File: src/rtl/gray_counter_param.sv
// Parametrised up/down Gray-code counter.
// Holds a binary count and registers both the binary and Gray views on the
// same edge. Supports synchronous load of a Gray value, wrap or saturate at
// the terminal counts, sticky overflow/underflow flags and a one-cycle pulse
// on each terminal event.
module gray_counter_param #(
    parameter int WIDTH     = 4,
    parameter bit WRAP      = 1'b1,
    parameter int RESET_VAL = 0
) (
    input  logic             Clk,
    input  logic             Reset,
    input  logic             En,
    input  logic             Up,
    input  logic             Load,
    input  logic [WIDTH-1:0] LoadGray,
    input  logic             ClrFlags,
    output logic [WIDTH-1:0] Output,
    output logic [WIDTH-1:0] Binary,
    output logic             Overflow,
    output logic             Underflow,
    output logic             Wrap
);

    localparam logic [WIDTH-1:0] MAX     = '1;
    localparam logic [WIDTH-1:0] RV_BIN  = RESET_VAL[WIDTH-1:0];
    localparam logic [WIDTH-1:0] RV_GRAY = RV_BIN ^ (RV_BIN >> 1);

    // Prefix XOR from the MSB down turns a Gray code back into binary.
    function automatic logic [WIDTH-1:0] gray2bin(input logic [WIDTH-1:0] g);
        logic [WIDTH-1:0] b;
        b[WIDTH-1] = g[WIDTH-1];
        for (int i = WIDTH - 2; i >= 0; i--) begin
            b[i] = b[i+1] ^ g[i];
        end
        return b;
    endfunction

    logic [WIDTH-1:0] r_bin;
    logic [WIDTH-1:0] r_gray;
    logic             r_ovf;
    logic             r_unf;
    logic             r_wrap;

    logic [WIDTH-1:0] w_bin_nxt;
    logic [WIDTH-1:0] w_gray_nxt;
    logic             w_term_up;
    logic             w_term_dn;
    logic             w_set_ovf;
    logic             w_set_unf;

    // A load overrides a terminal step, so it also suppresses flag set and pulse.
    assign w_term_up = En & Up & (r_bin == MAX);
    assign w_term_dn = En & ~Up & (r_bin == '0);
    assign w_set_ovf = ~Load & w_term_up;
    assign w_set_unf = ~Load & w_term_dn;

    // Next binary count: load first, then terminal handling, then a plain step.
    always_comb begin
        w_bin_nxt = r_bin;
        if (Load) begin
            w_bin_nxt = gray2bin(LoadGray);
        end else if (w_term_up) begin
            w_bin_nxt = WRAP ? '0 : MAX;
        end else if (w_term_dn) begin
            w_bin_nxt = WRAP ? MAX : '0;
        end else if (En) begin
            w_bin_nxt = Up ? r_bin + WIDTH'(1) : r_bin - WIDTH'(1);
        end
    end

    // Gray view is derived from the next binary value so both registers agree.
    always_comb begin
        w_gray_nxt = w_bin_nxt ^ (w_bin_nxt >> 1);
        if (Load) begin
            w_gray_nxt = LoadGray;
        end
    end

    // State registers; a flag set in the same cycle as ClrFlags wins.
    always_ff @(posedge Clk or posedge Reset) begin
        if (Reset) begin
            r_bin  <= RV_BIN;
            r_gray <= RV_GRAY;
            r_ovf  <= 1'b0;
            r_unf  <= 1'b0;
            r_wrap <= 1'b0;
        end else begin
            r_bin  <= w_bin_nxt;
            r_gray <= w_gray_nxt;
            r_ovf  <= w_set_ovf | (r_ovf & ~ClrFlags);
            r_unf  <= w_set_unf | (r_unf & ~ClrFlags);
            r_wrap <= w_set_ovf | w_set_unf;
        end
    end

    assign Output    = r_gray;
    assign Binary    = r_bin;
    assign Overflow  = r_ovf;
    assign Underflow = r_unf;
    assign Wrap      = r_wrap;

endmodule

File: config.mk
export PLATFORM = sky130hd
export DESIGN_NAME = gray_counter_param
export DESIGN_NICKNAME = d
export VERILOG_FILES = /design/src/rtl/gray_counter_param.sv
export SDC_FILE = /design/constraint.sdc
export NUM_CORES = 1
export LEC_CHECK = 0
export BUFFER_PORTS_ARGS = -buffer_cell sky130_fd_sc_hd__buf_4
export CAP_MARGIN = 20
export CORE_MARGIN = 4
export CORE_UTILIZATION = 40
export DETAILED_ROUTE_END_ITERATION = 10
export HOLD_SLACK_MARGIN = 0.12
export PLACE_DENSITY = 0.65
export SYNTH_ARGS = -nofsm -noshare
export SYNTH_HDL_FRONTEND = slang
export SYNTH_SLANG_ARGS = --single-unit
File: constraint.sdc
create_clock -name Clk -period 4.25 [get_ports Clk]
set_clock_uncertainty 0.1 [all_clocks]
set_input_delay 1.0625 -clock Clk [delete_from_list [all_inputs] [get_ports Clk]]
set_output_delay 1.0625 -clock Clk [all_outputs]
set_load 0.1 [all_outputs]
==> impl_metrics.env, run 1 <==
export IMPL_leakagePower_nw=0.3924
export IMPL_hp_class="flop to flop"
export IMPL_ir_drop_uv=257.3
export IMPL_routabilityCongestion=0.7649
export IMPL_p_per_area_nw_per_um2=601.9
export IMPL_synth_yosys_warnings=0
export IMPL_fp_dieH_um=48.25
export IMPL_seq_area_sq_um=250.2
export IMPL_via_per_inst=5.407
export IMPL_drt_wl_total_mm=1.346
export IMPL_synth_area_sq_um=648.1
export IMPL_end_kind="flop"
export IMPL_place_inst=104
export IMPL_fillers=142
export IMPL_clk_pin_slew_worst_paths_ps=70
export IMPL_drive_above_1_share=0.2717
export IMPL_finalHoldViolCount=0
export IMPL_die_x_um=48.25
export IMPL_syn_avg_cell_area_sq_um=9.002
export IMPL_dr_pass1_iters=4
export IMPL_fp_dieArea_sq_um=2328
export IMPL_ys_seq_area_frac=0.3861
export IMPL_drc_errors=0
export IMPL_ios=21
export IMPL_synth_seq_cells=10
export IMPL_start_kind="primary input"
export IMPL_fin_crit_sh=0.6751
export IMPL_grt_use_total=0.1420
export IMPL_fin_setup_tns_ps=0
export IMPL_max_stage_delay_ps=480
export IMPL_detail_route_wl_per_cell_um=12.46
export IMPL_grt_max_degree=16
export IMPL_cts_setup_buffers=0
export IMPL_cts_root_buf="clkbuf_4"
export IMPL_layout_commonest_cell="buf_4"
export IMPL_clkPwrFrac=0.170
export IMPL_dr_total_vias=584
export IMPL_postCtsHoldBufs=0
export IMPL_rows=14
export IMPL_slowest_stage="or4b_1"
export IMPL_cts_made_buffers=3
export IMPL_switching_share=0.5229
export IMPL_report_power_total_w=0.0004963
export IMPL_timing_fmax_ghz=0.3485
export IMPL_cts_buffer_depth=2
export IMPL_post_dp_hpwl_mm=1.077
export IMPL_finalCriticalPeriod_ps=2869
export IMPL_synthFlopType="dfrtp_1"
export IMPL_cts_resized=0
export IMPL_core_area_sq_um=1524
export IMPL_io_buffer_count=20
export IMPL_max_slew_margin=0.7369
export IMPL_critPathArrivalTime_ps=2930
export IMPL_cts_tree="yes"
export IMPL_outcome="finished clean"
export IMPL_grt_pass1_vias=521
export IMPL_setup_viol=0
export IMPL_syn_nets=85
export IMPL_h_tree_depth=1
export IMPL_multiInputGateArea_sq_um=349.1
export IMPL_clk_latency_ps=260
export IMPL_ant_nets=0
export IMPL_finalNonFillerCells=108
export IMPL_worst_ep_required_time_ps=4310
export IMPL_crit_chain="buf_4 -> inv_1 -> ha_1 -> or4b_1 -> nand3_1 -> a311oi_1 -> or3_1 -> a32o_1"
export IMPL_p_int_w=0.0002368
export IMPL_syn2layout_area_growth_pct=27.22
export IMPL_grt_ovfl_total=0
export IMPL_cp_max_fo=8
export IMPL_worstMarginPinSlew_ps=394.3
export IMPL_grt_pass1_wl_mm=2.277
export IMPL_synth_edf_count=0
export IMPL_drv_slew=0
export IMPL_drtIter0Drc=16
export IMPL_final_nets=106
export IMPL_p_sw_w=0.0002595
export IMPL_cts_sinks=10
export IMPL_netlist_instances=72
export IMPL_p_seq_frac=0.265
export IMPL_start_util=0.4253
export IMPL_rsz0062_at_grt="no"
export IMPL_layout_common_cells="20 x buf_4, 10 x dfrtp_1, 7 x nor2_1"
export IMPL_yosysUniqueCellTypes=28
export IMPL_antenna_cells=0
export IMPL_antenna_found_initial=0
export IMPL_worstSetupPathType="primary input to flop"
export IMPL_maxCapViolCount=0
export IMPL_async_flop_share=1.000
export IMPL_combPwrFrac=0.564
[registers in the layout, indices dropped and copies added (netlist names)]
name,count
Output,3
Wrap,1
Overflow,1
Binary,4
Underflow,1
[routing by layer]
metal	up-vias	part of all wire	track usage
li1	294	-	-
met5	-	0	0
met2	15	0.49	0.2161
met1	275	0.43	0.1828
met3	0	0.079	0.06642
met4	0	0	0.03226
[stage by stage]
stage	instance area [sq um]	hold WS, ps	utilization	worst slack (ps)
floorplan	648.1	802.7	-	1196
global placement	788.3	422.7	0.5172	1127
detailed placement	788.3	438.2	0.5172	1103
CTS	824.5	448.9	0.5411	1391
global route	824.5	480.7	0.5411	1299
finish	824.5	438.7	0.5411	1381
[worst max-delay path: cells and delay by family]
| family | cells | cell delay (ps) |
|---|---|---|
| adder cells (fa/ha/maj) | 1 | 370 |
| AO/OA/AOI/OAI | 2 | 310 |
| AND/OR/NAND/NOR | 3 | 960 |
| buffers and inverters | 2 | 220 |
[final timing paths]
kind | start | to | slack, ps | cells after the start
max in group asynchronous | Reset | Overflow | 3090 | 2
min in group asynchronous | Reset | Output[0] | 680 | 2
worst max register to register | Binary[2] | Output[2] | 1990 | 6
worst min-delay path | Underflow | Underflow | 440 | 2
worst min register to register | Underflow | Underflow | 440 | 2
worst max-delay path | Up | Output[2] | 1380 | 8
[final cells by class]
| cell class | instances | share of cell area |
|---|---|---|
| multi-input cells | 53 | 0.4234 |
| flip-flops and latches | 10 | 0.3035 |
| repair buffers | 20 | 0.1821 |
| clock buffers | 4 | 0.04401 |
| well taps | 16 | 0.02428 |
| inverters | 5 | 0.02276 |
[power by group through the flow]
stage / registers [W] / logic, W / clock network [W]
2_1_floorplan: 0.000266 / 0.0000931 / 0
3_3_place_gp: 0.000133 / 0.000281 / 0
3_5_place_dp: 0.000134 / 0.000281 / 0
4_1_cts: 0.000132 / 0.000282 / 0.0000892
5_1_grt: 0.000135 / 0.000299 / 0.0000932
6_report: 0.000132 / 0.000280 / 0.0000846
[cell families after synthesis]
family,share of synthesized area
and+or+nand+nor,0.1892
AOI/OAI and AO/OA,0.1699
DFF,0.3861
buffers and inverters,0.07528
xor gates and xnor gates,0.09460
adders and majority gates,0.06949
muxes,0.01544
[synth_stat cells (2+ instances only)]
master,count,share of area
o21ai_0,3,0.023
buf_4,2,0.023
xor2_1,5,0.068
xnor2_1,2,0.027
nor3_1,2,0.015
ha_1,2,0.039
nor2_1,7,0.041
a21oi_1,6,0.046
dfrtp_1,10,0.39
nand2_1,5,0.029
o31ai_1,2,0.023
o22ai_1,2,0.019
inv_1,5,0.029
nand3_1,5,0.039
Note: power is estimated with default switching activity, not from simulation.
==> run 2, diff against run 1 <==
Settings changed: PLACE_DENSITY 0.65 to 0.68.
Clock period 4.25 ns to 2.5 ns, I/O delays scaled along.
==> run 2 against run 1 <==
  * Non-clock buffer count grew 3
  * Clock power rose by 75%
  * Sequential share of layout area fell by 1.4 points
  * Combinational power increased by 78%
  * Global-route usage up 0.48 points
  * Flip-flop and latch count unchanged
  * Die area unchanged
==> impl_metrics.env, run 2 (synthesis gave the netlist of run 1 again) <==
export IMPL_outcome="finished clean"
export IMPL_max_slew_margin=0.7371
export IMPL_start_util=0.4253
export IMPL_cts_root_buf="clkbuf_4"
export IMPL_crit_chain="buf_4 -> clkinvlp_4 -> buf_4 -> fa_1 -> xnor2_1 -> a21oi_1 -> nor2_1 -> o31ai_1 -> xor2_1"
export IMPL_wl_met2_um=627
export IMPL_routabilityCongestion=0.7462
export IMPL_via_per_inst=5.351
export IMPL_crit_family="compound AO/OA/AOI/OAI gates"
export IMPL_drtIter0Drc=10
export IMPL_drt_wl_total_mm=1.422
export IMPL_drv_slew=0
export IMPL_rows=14
export IMPL_wirelength_met1_um=690
export IMPL_syn2layout_area_growth_pct=34.56
export IMPL_cts_buffer_depth=2
export IMPL_clk_latency_ps=270
export IMPL_slowest_stage="fa_1"
export IMPL_dpl_cell_area_sq_um=835.8
export IMPL_cts_sinks=10
export IMPL_timing_fmax_ghz=0.4464
export IMPL_max_stage_delay_ps=430
export IMPL_maxCapViolCount=0
export IMPL_finalHoldViolCount=0
export IMPL_cts_made_buffers=3
export IMPL_grt_pass1_vias=523
export IMPL_drc_errors=0
export IMPL_worstMarginPinSlew_ps=393.9
export IMPL_clk_pin_slew_worst_paths_ps=70
export IMPL_fin_ws_ps=259.9
export IMPL_largest_reg_flops=4
export IMPL_critPathArrivalTime_ps=2340
export IMPL_antenna_found_initial=0
export IMPL_dr_pass1_iters=4
export IMPL_setup_viol=0
export IMPL_finalCriticalPeriod_ps=2240
export IMPL_grt_max_degree=16
export IMPL_p_sw_w=0.0004550
export IMPL_fp_dieArea_sq_um=2328
export IMPL_grt_ovfl_total=0
export IMPL_grt_pass1_wl_mm=2.283
export IMPL_p_int_w=0.0004185
export IMPL_detail_route_wl_per_cell_um=12.81
export IMPL_cp_max_fo=3
export IMPL_fp_dieH_um=48.25
export IMPL_start_kind="primary input"
export IMPL_clkPwrFrac=0.169
export IMPL_p_seq_frac=0.260
export IMPL_ios=21
export IMPL_final_nets=109
export IMPL_ant_nets=0
export IMPL_layout_commonest_cell="buf_4"
export IMPL_h_tree_depth=1
export IMPL_dr_total_vias=594
export IMPL_fin_setup_tns_ps=0
export IMPL_combPwrFrac=0.571
export IMPL_end_kind="flop"
export IMPL_critPathBufInv=3
export IMPL_met3_length_um=85
export IMPL_grt_use_total=0.1467
export IMPL_p_per_area_nw_per_um2=1002
export IMPL_ir_drop_uv=495.1
export IMPL_antenna_cells=0
export IMPL_io_buffer_count=20
export IMPL_top_layer="met4"
export IMPL_fin_crit_sh=0.8960
export IMPL_leakagePower_nw=0.4015
export IMPL_worstSetupPathType="primary input to flop"
export IMPL_design_area_sq_um=872.1
export IMPL_rsz0062_at_grt="no"
export IMPL_worst_ep_required_time_ps=2600
export IMPL_drive_above_1_share=0.3474
export IMPL_cts_resized=0
export IMPL_postCtsHoldBufs=0
export IMPL_core_area_sq_um=1524
export IMPL_hp_class="primary input to async pin"
export IMPL_cts_tree="yes"
export IMPL_cts_setup_buffers=0
export IMPL_layout_common_cells="23 x buf_4, 8 x dfrtp_1, 7 x nor2_1"
export IMPL_switching_share=0.5209
export IMPL_dp_worst_setup_slack_ps=-32.35
export IMPL_die_x_um=48.25
export IMPL_critical_path_most_common_cell="buf_4"
export IMPL_post_dp_hpwl_mm=1.119
[run 2: changes by cell type in the layout (fill, tap and decap cells not counted), sizes merged]
cell / before / now
buf: 20 / 23
clkinvlp: 0 / 1
inv: 5 / 4
[run 2: path summary, 6_finish.rpt]
check	startpoint	to	slack, ps	cells past startpoint
setup / recovery	Up	Output[1]	260	9
hold / removal	Reset	Output[0]	230	2
setup reg to reg	Binary[2]	Output[2]	360	6
hold reg to reg	Underflow	Underflow	430	2
max in group asynchronous	Reset	Binary[2]	1760	2
min in group Clk	Underflow	Underflow	430	2
[run 2: per-stage QoR]
step / util / std cells / hold WS, ps / power, W
global route: 0.5723 / 111 / 251.7 / 0.0009274
floorplan: - / 72 / 365.0 / 0.0006237
finish: 0.5723 / 111 / 234.6 / 0.0008735
global placement: 0.5484 / 107 / 422.6 / 0.0007269
detailed placement: 0.5484 / 107 / 421.4 / 0.0007286
CTS: 0.5723 / 111 / 233.3 / 0.0008832
[run 2: cell type report]
class	instances	area, sq um
Clock buffer	4	36.28
Timing Repair Buffer	23	172.7
Inverter	5	22.52
Tap cell	16	20.02
Multi-Input combinational cell	53	367.9
Sequential cell	10	252.7
Fill cell	146	651.9
[run 2: per-layer routing]
metal,track usage,vias to the layer above
met3,0.05535,2
met4,0.04839,0
met2,0.2214,17
met5,0,-
li1,-,300
met1,0.1927,275
[run 2: power groups by stage]
stage | combinational, W | sequential (W) | clock (W)
after floorplan | 0.000168 | 0.000456 | 0
after global placement | 0.000496 | 0.000231 | 0
after detailed placement | 0.000499 | 0.000229 | 0
after CTS | 0.000500 | 0.000227 | 0.000156
after global routing | 0.000529 | 0.000234 | 0.000164
final | 0.000499 | 0.000227 | 0.000148
